$ cat src/rtl/fifo_param.sv
// Parameterised synchronous show-ahead FIFO: all DEPTH words usable, flags decoded
// from the registered level, and sticky overflow/underflow cleared only by flush or reset.
module fifo_param #(
   parameter int DATA_W   = 8,
   parameter int DEPTH    = 16,
   parameter int AF_LEVEL = DEPTH - 2,
   parameter int AE_LEVEL = 2,
   parameter int AW       = $clog2(DEPTH)
) (
   input  logic              i_clk,
   input  logic              i_rst_n,
   input  logic              i_wr,
   input  logic              i_rd,
   input  logic              i_flush,
   input  logic [DATA_W-1:0] i_data_in,
   output logic [DATA_W-1:0] o_data_out,
   output logic              o_full,
   output logic              o_empty,
   output logic              o_almost_full,
   output logic              o_almost_empty,
   output logic [AW:0]       o_level,
   output logic              o_overflow,
   output logic              o_underflow
);

   localparam logic [AW:0]   LV_FULL = (AW+1)'(DEPTH);
   localparam logic [AW:0]   LV_AF   = (AW+1)'(AF_LEVEL);
   localparam logic [AW:0]   LV_AE   = (AW+1)'(AE_LEVEL);
   localparam logic [AW:0]   LV_ONE  = (AW+1)'(1);
   localparam logic [AW-1:0] PTR_ONE = AW'(1);

   logic [DATA_W-1:0] r_mem [DEPTH];
   logic [AW-1:0]     r_wr_ptr;
   logic [AW-1:0]     r_rd_ptr;
   logic [AW:0]       r_level;
   logic              r_overflow;
   logic              r_underflow;

   logic [AW-1:0]     w_wr_ptr_next;
   logic [AW-1:0]     w_rd_ptr_next;
   logic [AW:0]       w_level_next;
   logic              w_overflow_next;
   logic              w_underflow_next;
   logic              w_wa;
   logic              w_ra;

   // Acceptance looks only at the registered flags, so wr/rd never reach the flags combinationally.
   assign w_wa = i_wr & ~o_full;
   assign w_ra = i_rd & ~o_empty;

   always_comb begin
      w_wr_ptr_next    = r_wr_ptr;
      w_rd_ptr_next    = r_rd_ptr;
      w_level_next     = r_level;
      w_overflow_next  = r_overflow;
      w_underflow_next = r_underflow;
      if (i_flush) begin
         w_wr_ptr_next    = '0;
         w_rd_ptr_next    = '0;
         w_level_next     = '0;
         w_overflow_next  = 1'b0;
         w_underflow_next = 1'b0;
      end else begin
         if (w_wa)
            w_wr_ptr_next = r_wr_ptr + PTR_ONE;
         if (w_ra)
            w_rd_ptr_next = r_rd_ptr + PTR_ONE;
         case ({w_wa, w_ra})
            2'b10:   w_level_next = r_level + LV_ONE;
            2'b01:   w_level_next = r_level - LV_ONE;
            default: w_level_next = r_level;
         endcase
         if (i_wr && o_full)
            w_overflow_next = 1'b1;
         if (i_rd && o_empty)
            w_underflow_next = 1'b1;
      end
   end

   always_ff @(posedge i_clk or negedge i_rst_n) begin
      if (!i_rst_n) begin
         r_wr_ptr    <= '0;
         r_rd_ptr    <= '0;
         r_level     <= '0;
         r_overflow  <= 1'b0;
         r_underflow <= 1'b0;
      end else begin
         r_wr_ptr    <= w_wr_ptr_next;
         r_rd_ptr    <= w_rd_ptr_next;
         r_level     <= w_level_next;
         r_overflow  <= w_overflow_next;
         r_underflow <= w_underflow_next;
      end
   end

   // Storage is deliberately left out of reset and flush so it maps onto plain RAM.
   always_ff @(posedge i_clk) begin
      if (w_wa && !i_flush)
         r_mem[r_wr_ptr] <= i_data_in;
   end

   assign o_data_out     = r_mem[r_rd_ptr];
   assign o_level        = r_level;
   assign o_full         = (r_level == LV_FULL);
   assign o_empty        = (r_level == '0);
   assign o_almost_full  = (r_level >= LV_AF);
   assign o_almost_empty = (r_level <= LV_AE);
   assign o_overflow     = r_overflow;
   assign o_underflow    = r_underflow;

endmodule

$ cat config.mk
export PLATFORM = sky130hd
export DESIGN_NAME = fifo_param
export DESIGN_NICKNAME = d
export VERILOG_FILES = /design/src/rtl/fifo_param.sv
export SDC_FILE = /design/constraint.sdc
export NUM_CORES = 1
export LEC_CHECK = 0
export ABC_AREA = 0
export CAP_MARGIN = 10
export CORE_ASPECT_RATIO = 0.5
export CORE_MARGIN = 2
export CORE_UTILIZATION = 62
export CTS_CLUSTER_DIAMETER = 200
export CTS_CLUSTER_SIZE = 10
export DETAILED_ROUTE_END_ITERATION = 7
export GPL_TIMING_DRIVEN = 0
export HOLD_SLACK_MARGIN = 0.15
export PLACE_DENSITY = 0.82
export SYNTH_ARGS = -nofsm -noshare
export SYNTH_HDL_FRONTEND = slang
export SYNTH_SLANG_ARGS = --single-unit
$ cat constraint.sdc
create_clock -name i_clk -period 7.2 [get_ports i_clk]
set_clock_uncertainty 0.2 [all_clocks]
set_input_delay 1.8 -clock i_clk [delete_from_list [all_inputs] [get_ports i_clk]]
set_output_delay 1.8 -clock i_clk [all_outputs]
set_load 0.01 [all_outputs]
==> results of run 1 <==
[cells by family (layout without fill, tap and decap cells)]
logic type,after synthesis,in the layout,synth area share
simple gates,60,60,0.0471
compound gates,29,29,0.0361
mux,45,45,0.162
buf+inv,22,82,0.0175
xor+xnor,7,7,0.0104
fa+ha+maj,7,7,0.0148
flops,143,143,0.712
[state kept, by name (all words and copies together) (netlist names)]
register     cells
o_level          5
r_mem          128
o_overflow       1
r_wr_ptr         4
o_underflow      1
r_rd_ptr         4
[worst max-delay path, delay by kind of cell, from the launching register on]
| family | cells | cell delay [ns] |
|---|---|---|
| muxes | 2 | 1.09 |
| buffers and inverters | 3 | 1.41 |
| DFF | 1 | 0.35 |
[power by group through the flow]
stage | Combinational [mW] | Clock [mW] | Sequential (mW)
after CTS | 0.644 | 0.779 | 0.969
after floorplan | 0.413 | 0 | 0.983
after global placement | 0.620 | 0 | 0.983
after global routing | 0.687 | 0.813 | 0.973
final | 0.640 | 0.775 | 0.969
after detailed placement | 0.633 | 0 | 0.984
[layer usage]
metal	routed length [microns]	track usage
met5	0	0
met4	175	0.0833
met3	971	0.0728
met2	6040	0.416
met1	5360	0.375
[cell type report]
type | count | area share
Sequential cell | 143 | 0.613
Multi-Input combinational cell | 148 | 0.232
Clock buffer | 21 | 0.0640
Timing Repair Buffer | 30 | 0.0436
Tap cell | 121 | 0.0220
Buffer | 17 | 0.0120
Clock inverter | 9 | 0.0104
Inverter | 5 | 0.00309
[worst max-delay path by stage]
stage	from	endpoint	slack (ns)	cells after the start
after floorplan	r_rd_ptr[0]$_DFFE_PN0P_	o_data_out[0]	3.21	4
after global placement	r_rd_ptr[0]$_DFFE_PN0P_	o_data_out[7]	2.41	5
after detailed placement	r_rd_ptr[0]$_DFFE_PN0P_	o_data_out[6]	2.33	5
after CTS	r_rd_ptr[0]$_DFFE_PN0P_	o_data_out[6]	1.85	5
after global routing	r_rd_ptr[0]$_DFFE_PN0P_	o_data_out[6]	1.73	5
final	r_rd_ptr[0]$_DFFE_PN0P_	o_data_out[6]	1.93	5
[placed cells by master, fill, tap and decap left out, types with 3 or more instances in the layout]
| cell | netlist | final |
|---|---|---|
| mux4_2 | 40 | 40 |
| clkinv_1 | 0 | 3 |
| clkbuf_16 | 0 | 17 |
| xnor2_1 | 3 | 3 |
| nor2b_1 | 3 | 3 |
| dfrtp_1 | 15 | 15 |
| clkdlybuf4s50_1 | 0 | 30 |
| nand2_1 | 8 | 8 |
| inv_1 | 4 | 4 |
| clkinv_2 | 0 | 3 |
| a21oi_1 | 7 | 7 |
| nand3_1 | 3 | 3 |
| o211ai_1 | 3 | 3 |
| nor2_1 | 32 | 32 |
| edfxtp_1 | 128 | 128 |
| ha_1 | 7 | 7 |
| o21ai_0 | 6 | 6 |
| or3_1 | 3 | 3 |
| clkbuf_1 | 11 | 15 |
| mux2i_1 | 3 | 3 |
| buf_2 | 3 | 3 |
| xor2_1 | 4 | 4 |
==> impl_results.md, run 1 <==
* Port buffer count at 30
* Core area at 9350 sq um
* Die area at 10400 sq um
* Crit path largest cell delay at around 0.60 ns
* CP max stage cell: mux4_2
* Switch Pwr at ~660 uW
* Initial Util at 0.633
* Post CTS Setup Buffer Count at 0
* Die Width at ~140 microns
* Total GRT Usage at 0.266
* Vias at between 3000 and 4000
* Main synth FF type: edfxtp_1
* Via-to-Cell Ratio at ~6.5
* First-pass GRT wire length at 19000 microns
* Fin crit period at 5.27 ns
* CP Max Fanout at 10
* Relative slew slack at 0.390
* Post-route clock period utilization at 0.732
* Layout overhead on the synthesized area at 16.3%
* Worst R2R Start: o_level[2]$_DFFE_PN0P_
* Clock root buffer: clkbuf_16
* DPL Wire Length at roughly 8000 microns
* Combinational power share at 0.268
* Worst Setup Start Kind: flip-flop
* Slew Viols, Final at 0
* Final WL at around 13000 microns
* H-tree levels at 4
* Worst hold stages at 2
* Post_cts resized at 0
* Required time of the critical path at approximately 5.2 ns
* Hold Crit Class: flip-flop to flip-flop
* Vias in the first global route at 3224
* Fillers at 526
* F_max at between 150 and 200 MHz
* Synth Register Bits at between 100 and 150
* R2R Path End: r_mem[0][7]$_DFFE_PP_
* Initial DRC Count at about 350
* Antenna diodes at 0
* CTS Buf Count at 17
* Setup violators final at 0
* Die height at roughly 73 microns
* Final core area utilization at 0.736
* Fin area at approximately 6900 sq um
* Sequential fraction of the synthesis area at 0.712
* Crit path DAT at roughly 3.3 ns
* Crit path top cell by count: mux4_2
* Final Hold Vio Count at 0
* Fin Hold WS at about 0.3 ns
* Total Power at 2.38 mW
* Row count at 25
* Pwr/cell area at roughly 350 nW/um^2
* Int Power at about 1.7 mW
* Layout cells sized above 1 at 0.212
* Mapped Area at a little under 6000 sq um
* Largest net degree at the start of global routing at 17
* CTS tree: done
* Commonest cells in the synthesized netlist: 128 x edfxtp_1, 40 x mux4_2, 32 x nor2_1
* Warnings from Yosys at 0
* Routed len/inst at ~25 microns
* Area share of the largest cell type after synthesis at 0.649
* Power share of the clock group at 0.325
* # IOs at 32
* Pre-CTS setup slack at roughly 2.3 ns
* Top area cells in the synthesized netlist: edfxtp_1 65%, mux4_2 15%, dfrtp_1 6.3%
* Clk buf depth at 2
* Syn_nets at between 300 and 400
* Max_cap viols at 0
* Cell Chain, Critical Path: clkbuf_1, buf_2, mux4_2, mux4_2, clkdlybuf4s50_1
* Area of the multi-input gates at 1600 sq um
* Syn Inst Count at about 310
* Share of total power in sequential cells at 0.406
* Worst-margin pin slew at 0.912 ns
* Clk_lat worst skew at 0.41 ns
* DRC at 0
* Register area at about 4200 sq um
* Biggest area consumer among synthesized cells: edfxtp_1
* Final setup margin at roughly 1.9 ns
* Inst Count DP at between 400 and 500
* Hold Path Sink: o_underflow$_DFFE_PN0P_
* Initial antenna violation count at 0
* DRT antenna net count at 0
* Total gr overflow at 0
* Routability cong. at 0.846
* Count of flip-flops with a built-in enable after synthesis at about 130
* Status: finished, final reports clean
* Crit. End Element: output port
* Count leader, synth: edfxtp_1
* Clock sinks at 143
* Leakage at 2.24 nW
* R2R setup slack at between 4 and 5 ns
* HP Start: o_underflow$_DFFE_PN0P_
* Syn Area/Cell at ~19 sq um
* Fin cells at between 400 and 500
* Clk slew on worst S/H paths at ~0.050 ns
* Total Neg Setup Slack at 0 ns
* Nets@finish at ~380
* Sw Share at 0.277
* Yosys cell types at 43
* Ys async rst share at 0.105
* CTS Hold Bufs at 0
* DP Area at 6370 sq um
* VDD IR max at between 200 and 250 uV
* WS Path Type: flip-flop to output port
* DRT Pass-1 Iters at 5
* Path depth of the worst reg2reg path at 5
* RSZ-0062 raised after global routing: false
No activity file was read; power rests on OpenSTA's default activity.
==> run 2, diff against run 1 <==
- CORE_UTILIZATION: 62 -> 53
- PLACE_DENSITY: 0.82 -> 0.75
- clock period: 7.2 -> 4.65 ns (I/O delays scaled with it)
==> run 2 against run 1 <==
Core utilization down 10 points. Total power up 58%. Non-clock buffer count unchanged. Sequential share of layout area down 0.66 points. Cell count up 5.3%. Largest power group unchanged.
==> impl_results.md, run 2 (synthesis results as in run 1) <==
* Routed len/inst at 23.3 microns (-8.1%)
* Max_cap viols at 0 (unchanged)
* DRT antenna net count at 0 (unchanged)
* Total gr overflow at 0 (unchanged)
* Total Neg Setup Slack at 0 ns (unchanged)
* Pwr/cell area at 540 nW/um^2 (+56%)
* Initial DRC Count at 347 (+0.58%)
* Total GRT Usage at 0.217 (-0.0489)
* Setup violators final at 0 (unchanged)
* Commonest non-fill, non-tap cells in the layout: 128 x edfxtp_1, 40 x mux4_2, 32 x nor2_1
* Top Usage Layer GRT: met2
* Clk_lat worst skew at 0.42 ns (about the same)
* Fin crit period at 4.47 ns
* Total Power at 3.76 mW (+58%)
* Core area at 10900 sq um (+17%)
* Status: finished, final reports clean
* Final WL at 12100 microns (-3.3%)
* First-pass GRT wire length at 18600 microns (-2.1%)
* Fin area at 6960 sq um (+1.1%)
* Die Width at 153 microns (+7.9%)
* Row count at 27 (+8.0%)
* Nets@finish at 382 (unchanged)
* Worst Setup Start Kind: flip-flop
* Routability cong. at 0.831 (-1.8%)
* Crit. End Element: output port
* Post-route clock period utilization at 0.962
* Die area at 12100 sq um (+16%)
* Layout overhead on the synthesized area at 17.5%
* # IOs at 32 (unchanged)
* Port buffer count at 30 (unchanged)
* Hold Crit Class: flip-flop to flip-flop
* DRC at 0 (unchanged)
* Pre-CTS setup slack at 0.478 ns (-1.85 ns)
* RSZ-0062 raised after global routing: false
* Relative slew slack at 0.319 (-0.0710)
* Vias in the first global route at 3263 (+1.2%)
* Routing usage on met1 at 0.304 (-0.0710)
* Initial Util at 0.541 (-0.0921)
* Final setup margin at 0.178 ns (-1.75 ns)
* Fin Hold WS at 0.316 ns (+0.0149 ns)
* CP Max Fanout at 10 (unchanged)
* DP Area at 6400 sq um (+0.47%)
* H-tree levels at 4 (unchanged)
* Max FFs per register at 128 (unchanged)
* Via-to-Cell Ratio at 6.05 (-7.2%)
* Commonest non-fill, non-tap cell in the layout: edfxtp_1
* Biggest register: r_mem
* Largest net degree at the start of global routing at 17 (unchanged)
* F_max at 224 MHz
* R2R setup slack at 1.58 ns (-2.60 ns)
* Post_cts resized at 0 (unchanged)
* Initial antenna violation count at 0 (unchanged)
* Antenna diodes at 0 (unchanged)
* Leakage at 2.27 nW (+1.7%)
* Clk buf depth at 2 (unchanged)
* Crit path DAT at 3.11 ns (-0.16 ns)
* Vias at 3148 (-2.3%)
* Clk slew on worst S/H paths at 0.06 ns (about the same)
* Final Hold Vio Count at 0 (unchanged)
* Worst-margin pin slew at 1.02 ns (+0.106 ns)
* DPL Wire Length at 7780 microns (-2.5%)
* Slew Viols, Final at 0 (unchanged)
* CTS tree: done
* CTS Hold Bufs at 0 (unchanged)
* Met2 Use GR at 0.335 (-0.0813)
* Clock root buffer: clkbuf_16
* Layout cells sized above 1 at 0.227 (+0.0149)
* Die height at 78.7 microns (+7.7%)
* WS Path Type: flip-flop to output port
* DRT Pass-1 Iters at 5 (unchanged)
* Required time of the critical path at 3.29 ns (-1.91 ns)
* Post CTS Setup Buffer Count at 0 (unchanged)
* Clock sinks at 143 (unchanged)
* CTS Buf Count at 17 (unchanged)
* GRT met3 Usage at 0.0600 (-0.0128)
* VDD IR max at 298 uV (+24%)
run 2: power breakdown:
group,switching (mW),internal [mW]
logic,0.482,0.499
clock network,0.498,0.778
registers,0.0477,1.45
run 2: critical path, cell delays in order (launching register included):
cell	delay (ns)
dfrtp_1	0.34
clkbuf_1	0.35
clkbuf_1	0.58
mux4_2	0.45
mux4_2	0.48
clkdlybuf4s50_1	0.49
run 2: routing by layer:
layer  routed length, microns  vias to the layer above
met4                      156                        0
met5                        0                        -
met2                     5770                      131
met3                      754                       11
met1                     5450                     1637
li1                         -                     1369
run 2: final timing paths:
kind | start | to | depth (start not counted)
max in group asynchronous | i_rst_n | r_rd_ptr[0]$_DFFE_PN0P_ | 1
max reg2reg | o_level[2]$_DFFE_PN0P_ | r_mem[5][4]$_DFFE_PP_ | 5
min | o_overflow$_DFFE_PN0P_ | o_overflow$_DFFE_PN0P_ | 2
min reg2reg | o_overflow$_DFFE_PN0P_ | o_overflow$_DFFE_PN0P_ | 2
min in group asynchronous | i_rst_n | o_overflow$_DFFE_PN0P_ | 1
max | r_rd_ptr[1]$_DFFE_PN0P_ | o_data_out[7] | 5
run 2: area by class of cell:
class | instances | area (sq um)
plain buffers | 17 | 86.3
fillers | 759 | 3990
inverters | 5 | 21.3
clock inverters | 14 | 124
flip-flops and latches | 143 | 4220
multi-input cells | 148 | 1600
well taps | 145 | 181
clock buffers | 18 | 429
repair buffers | 30 | 300
run 2: per-stage QoR:
step / cells / utilization
floorplan: 313 / -
global placement: 488 / 0.585
finish: 520 / 0.636
CTS: 520 / 0.636
global route: 520 / 0.636
detailed placement: 488 / 0.585
